$ cat config.mk
export PLATFORM = sky130hd
export DESIGN_NAME = mult_iter_nxw
export DESIGN_NICKNAME = d
export VERILOG_FILES = /design/src/rtl/mult_iter_nxw.sv
export SDC_FILE = /design/constraint.sdc
export NUM_CORES = 1
export LEC_CHECK = 0
export ABC_AREA = 1
export CORE_AREA = 3 3 230 232
export DETAILED_ROUTE_END_ITERATION = 6
export DIE_AREA = 0 0 233 235
export GPL_ROUTABILITY_DRIVEN = 0
export GPL_TIMING_DRIVEN = 0
export PLACE_DENSITY = 0.75
export SETUP_SLACK_MARGIN = 0.02
export SLEW_MARGIN = 10
export SYNTH_ARGS = -nofsm -noshare
export SYNTH_HDL_FRONTEND = slang
export SYNTH_SLANG_ARGS = --single-unit
$ cat constraint.sdc
create_clock -name clk -period 11.1 [get_ports clk]
set_clock_uncertainty 0.15 [all_clocks]
set_input_delay 1.11 -clock clk [delete_from_list [all_inputs] [get_ports clk]]
set_output_delay 1.11 -clock clk [all_outputs]
set_load 0.01 [all_outputs]
$ cat src/rtl/mult_iter_nxw.sv
// Iterative WIDTH x WIDTH multiplier that adds one WIDTH x CHUNK partial product per cycle; result after N=WIDTH/CHUNK cycles (or fewer with EARLY_EXIT).
// Single outstanding request: in_ready only in IDLE, product held in DONE until out_ready; flush aborts from any state.
module mult_iter_nxw #(
  parameter int WIDTH      = 32,
  parameter int CHUNK      = 8,
  parameter int EARLY_EXIT = 0
) (
  input  logic                 clk,
  input  logic                 rst_n,
  input  logic                 in_valid,
  output logic                 in_ready,
  input  logic [WIDTH-1:0]     a,
  input  logic [WIDTH-1:0]     b,
  input  logic                 a_signed,
  input  logic                 b_signed,
  input  logic                 flush,
  output logic                 out_valid,
  input  logic                 out_ready,
  output logic [2*WIDTH-1:0]   product,
  output logic                 busy
);

  localparam int N  = WIDTH / CHUNK;
  localparam int CW = (N > 1) ? $clog2(N) : 1;

  typedef enum logic [1:0] {IDLE, CALC, DONE} state_t;

  state_t             state, state_nxt;
  logic [WIDTH-1:0]   mag_a, mag_b;
  logic               neg;
  logic [2*WIDTH-1:0] acc;
  logic [CW-1:0]      count;

  logic               accept, finish, a_neg, b_neg;
  logic [CHUNK-1:0]   chunk;
  logic [2*WIDTH-1:0] pp, sum;
  logic [WIDTH-1:0]   upper;

  assign accept = (state == IDLE) && in_valid && !flush;
  assign a_neg  = a_signed & a[WIDTH-1];
  assign b_neg  = b_signed & b[WIDTH-1];

  always_comb begin
    chunk  = mag_b[CHUNK*count +: CHUNK];
    pp     = ({{WIDTH{1'b0}}, mag_a} * {{(2*WIDTH-CHUNK){1'b0}}, chunk}) << (CHUNK*count);
    sum    = acc + pp;
    // Chunks of |b| not yet consumed after this cycle; zero means nothing left to add.
    upper  = mag_b >> (CHUNK * (32'(count) + 1));
    finish = (count == CW'(N-1)) || ((EARLY_EXIT != 0) && (upper == '0));
  end

  always_ff @(posedge clk or negedge rst_n) begin
    if (!rst_n) state <= IDLE;
    else        state <= state_nxt;
  end

  always_comb begin
    state_nxt = state;
    in_ready  = 1'b0;
    out_valid = 1'b0;
    busy      = 1'b0;
    case (state)
      IDLE: begin
        in_ready = 1'b1;
        if (in_valid) state_nxt = CALC;
      end
      CALC: begin
        busy = 1'b1;
        if (finish) state_nxt = DONE;
      end
      DONE: begin
        busy      = 1'b1;
        out_valid = 1'b1;
        if (out_ready) state_nxt = IDLE;
      end
      default: state_nxt = IDLE;
    endcase
    if (flush) state_nxt = IDLE;
  end

  always_ff @(posedge clk or negedge rst_n) begin
    if (!rst_n) begin
      mag_a   <= '0;
      mag_b   <= '0;
      neg     <= 1'b0;
      acc     <= '0;
      count   <= '0;
      product <= '0;
    end else if (flush) begin
      acc   <= '0;
      count <= '0;
    end else if (accept) begin
      // Most-negative operand negates to 2^(WIDTH-1), which still fits as an unsigned magnitude.
      mag_a <= a_neg ? (~a + 1'b1) : a;
      mag_b <= b_neg ? (~b + 1'b1) : b;
      neg   <= a_neg ^ b_neg;
      acc   <= '0;
      count <= '0;
    end else if (state == CALC) begin
      acc   <= sum;
      count <= count + 1'b1;
      if (finish) product <= neg ? (~sum + 1'b1) : sum;
    end
  end

endmodule

==> flow_summary.yaml <==
timing:
  slew_headroom: 0.158
  hold_viol: 0
  setup_viol: 0
  rsz0062_at_grt: "false"
  final-max-slew-violation-count: 0
  fmax_ghz: 0.0918
  tns_ns: 0
  fin_crit_ns: 10.89
  finalCritPeriodShare: 0.981
  worst_slew_pin_slew_ns: 1.26
die:
  die_area_sq_um: 54800
  initial_core_util: 0.507
  die_w_um: 233
  num_rows: 83
  core_area_sq_um: 51200
  die_height_um: 235
  io_pins: 138
detailed_routing:
  wl_per_cell_um: 16.7
  drt_iter0_drc: 2841
  drc: 0
  drt-vias-per-instance: 5.29
  dr.pass1.iters: 6
  ant_nets: 0
  finalWirelength_mm: 83.5
  dr_total_vias: 26400
worst_setup_path:
  path_class: "flip-flop to flip-flop"
  cp.arrival_ns: 11.13
  crit_buf_inv: 10
  worstPathMaxFanout: 10
  cp-start-kind: "flip-flop"
  r2r_slack_ns: 0.21
  rr_endpoint: "product[44]"
  worstPathRequired_ns: 11.34
  r2r_cells: 45
  r2r_start: "count[1]"
  critical_path.slowest_cell: "fa_1"
  slowest_delay_ns: 0.58
  crit_family: "simple AND/OR/NAND/NOR gates"
  end_kind: "flip-flop"
  path_common_cell: "nand2_1"
min_path:
  holdCritStartpoint: "product[59]"
  hold_depth: 2
  whs_endpoint: "product[59]"
  hp-class: "flip-flop to flip-flop"
place:
  io_buffers: 137
  detailed_place_hpwl_mm: 69.1
clocking:
  clockBufferDepth: 2
  cts_tree: "yes"
  root_buffer: "clkbuf_16"
  numCtsBuffers: 17
  cts.sinks: 197
  clk_latency_ns: 0.51
  cts_max_level: 4
  clkTransAtPathRegs_ns: 0.08
finish:
  diodes: 0
  drive_above_1_share: 0.0336
  syn_to_final_growth_pct: 11.1
  fin_nets: 4687
yosys:
  netlist_top_cells_area: "nand2_1 (19%), dfrtp_1 (19%), fa_1 (14%)"
  async_reset_ff_frac: 1.00
  synth.net_count: 4530
  yosysMostFrequentCell: "nand2_1"
  postSynthAreaPerCell_sq_um: 6.27
  syn_inst: 4147
  yosysTopAreaCell: "nand2_1"
  synth_edf_count: 0
  synth.distinct_cells: 47
  synthTopCellsByCount: "nand2_1 (1316), inv_1 (783), nor2_1 (501)"
  synth_warnings: 0
  syn_area_sq_um: 26000
  ys_seq_area_frac: 0.190
  synthFlopType: "dfrtp_1"
  synth_seq_cells: 197
  synth_top_cell_area_share: 0.190
global_route:
  grt_overflow: 0
  grt_use_total: 0.307
  grt_pass1_wl_mm: 131
  grt_max_degree: 108
  grt_pass1_vias: 24900
  antenna_found_initial: 0
job:
  maxCapViolCount: 0
run_status:
  status: "completed"
==> what timing repair did <==
action,CTS,global route
setup endpoints to repair,0,22
hold buffers,0,0
gates resized for setup,0,10
buffers inserted,0,0
==> routing by layer <==
metal | GRT usage | part of all wire | vias to the layer above
met2 | 0.456 | 0.42 | 1234
li1 | - | - | 12900
met4 | 0.133 | 0.043 | 0
met3 | 0.0769 | 0.11 | 201
met1 | 0.424 | 0.42 | 12100
met5 | 0 | 0 | -
==> state kept, by name, summed over array words and instances, names as in the netlist <==
register  count
acc          64
product      64
mag_a        32
mag_b        32
count         2
state         2
neg           1
==> logic make-up after synthesis <==
| family | count (synthesis) | share of synthesized area |
|---|---|---|
| AO/OA/AOI/OAI | 406 | 0.0838 |
| XOR/XNOR | 128 | 0.0437 |
| adder cells (fa/ha/maj) | 312 | 0.203 |
| buffers and inverters | 906 | 0.131 |
| flip-flops | 197 | 0.190 |
| multiplexers | 5 | 0.00193 |
| AND/OR/NAND/NOR | 2193 | 0.347 |
==> cell type report <==
type,count,area [sq um]
well taps,680,851
fillers,5014,22300
clock inverters,13,160
flip-flops and latches,197,4930
inverters,805,3020
plain buffers,101,397
repair buffers,138,1400
clock buffers,19,453
multi-input cells,3044,17600
==> cell usage in the layout (no fill, tap or decap), drive strengths merged, types with 6 or more instances in the layout <==
| master | netlist | layout |
|---|---|---|
| buf | 21 | 23 |
| nor4 | 11 | 11 |
| nand4 | 26 | 26 |
| xnor2 | 41 | 41 |
| o21ai | 220 | 220 |
| o22ai | 61 | 61 |
| inv | 798 | 803 |
| xor2 | 87 | 87 |
| o211ai | 6 | 6 |
| clkbuf | 80 | 99 |
| and2 | 8 | 8 |
| clkinv | 7 | 12 |
| dfrtp | 197 | 197 |
| ha | 131 | 131 |
| fa | 181 | 181 |
| a21oi | 97 | 97 |
| clkdlybuf4s50 | 0 | 136 |
| nor2 | 532 | 532 |
| nand2 | 1348 | 1348 |
| nand3 | 221 | 221 |
| nand3b | 12 | 12 |
| nor3 | 29 | 29 |
==> metrics by stage <==
step | hold slack [ns] | setup WS (ns) | util | area, sq um | cells
detailed placement | 0.320 | 0.674 | 0.552 | 28200 | 4965
CTS | 0.339 | 0.627 | 0.564 | 28900 | 4997
global route | 0.360 | 0.0497 | 0.564 | 28900 | 4997
global placement | 0.315 | 0.0818 | 0.551 | 28200 | 4964
floorplan | 0.303 | 3.40 | - | 26000 | 4147
finish | 0.336 | 0.212 | 0.564 | 28900 | 4997
==> worst max-delay path by stage <==
| stage | from | endpoint | cells past startpoint |
|---|---|---|---|
| 6_report | count[1] | product[44] | 45 |
| 5_1_grt | count[1] | product[44] | 45 |
| 4_1_cts | count[1] | product[44] | 44 |
| 3_5_place_dp | count[1] | product[44] | 44 |
| 3_3_place_gp | rst_n | mag_a[9] | 1 |
| 2_1_floorplan | count[1] | product[60] | 43 |
==> worst reg2reg max path: cells and delay by family, from the launching register on <==
family	cells	cell delay, ns
AND/OR/NAND/NOR	25	3.94
adder cells (fa/ha/maj)	6	2.96
buffers and inverters	10	2.06
AO/OA/AOI/OAI	3	1.09
flip-flops	1	0.40
XOR/XNOR	1	0.15
Power is not shown: default switching activity piles up to over one toggle a cycle in this logic, so the estimate is an artifact.
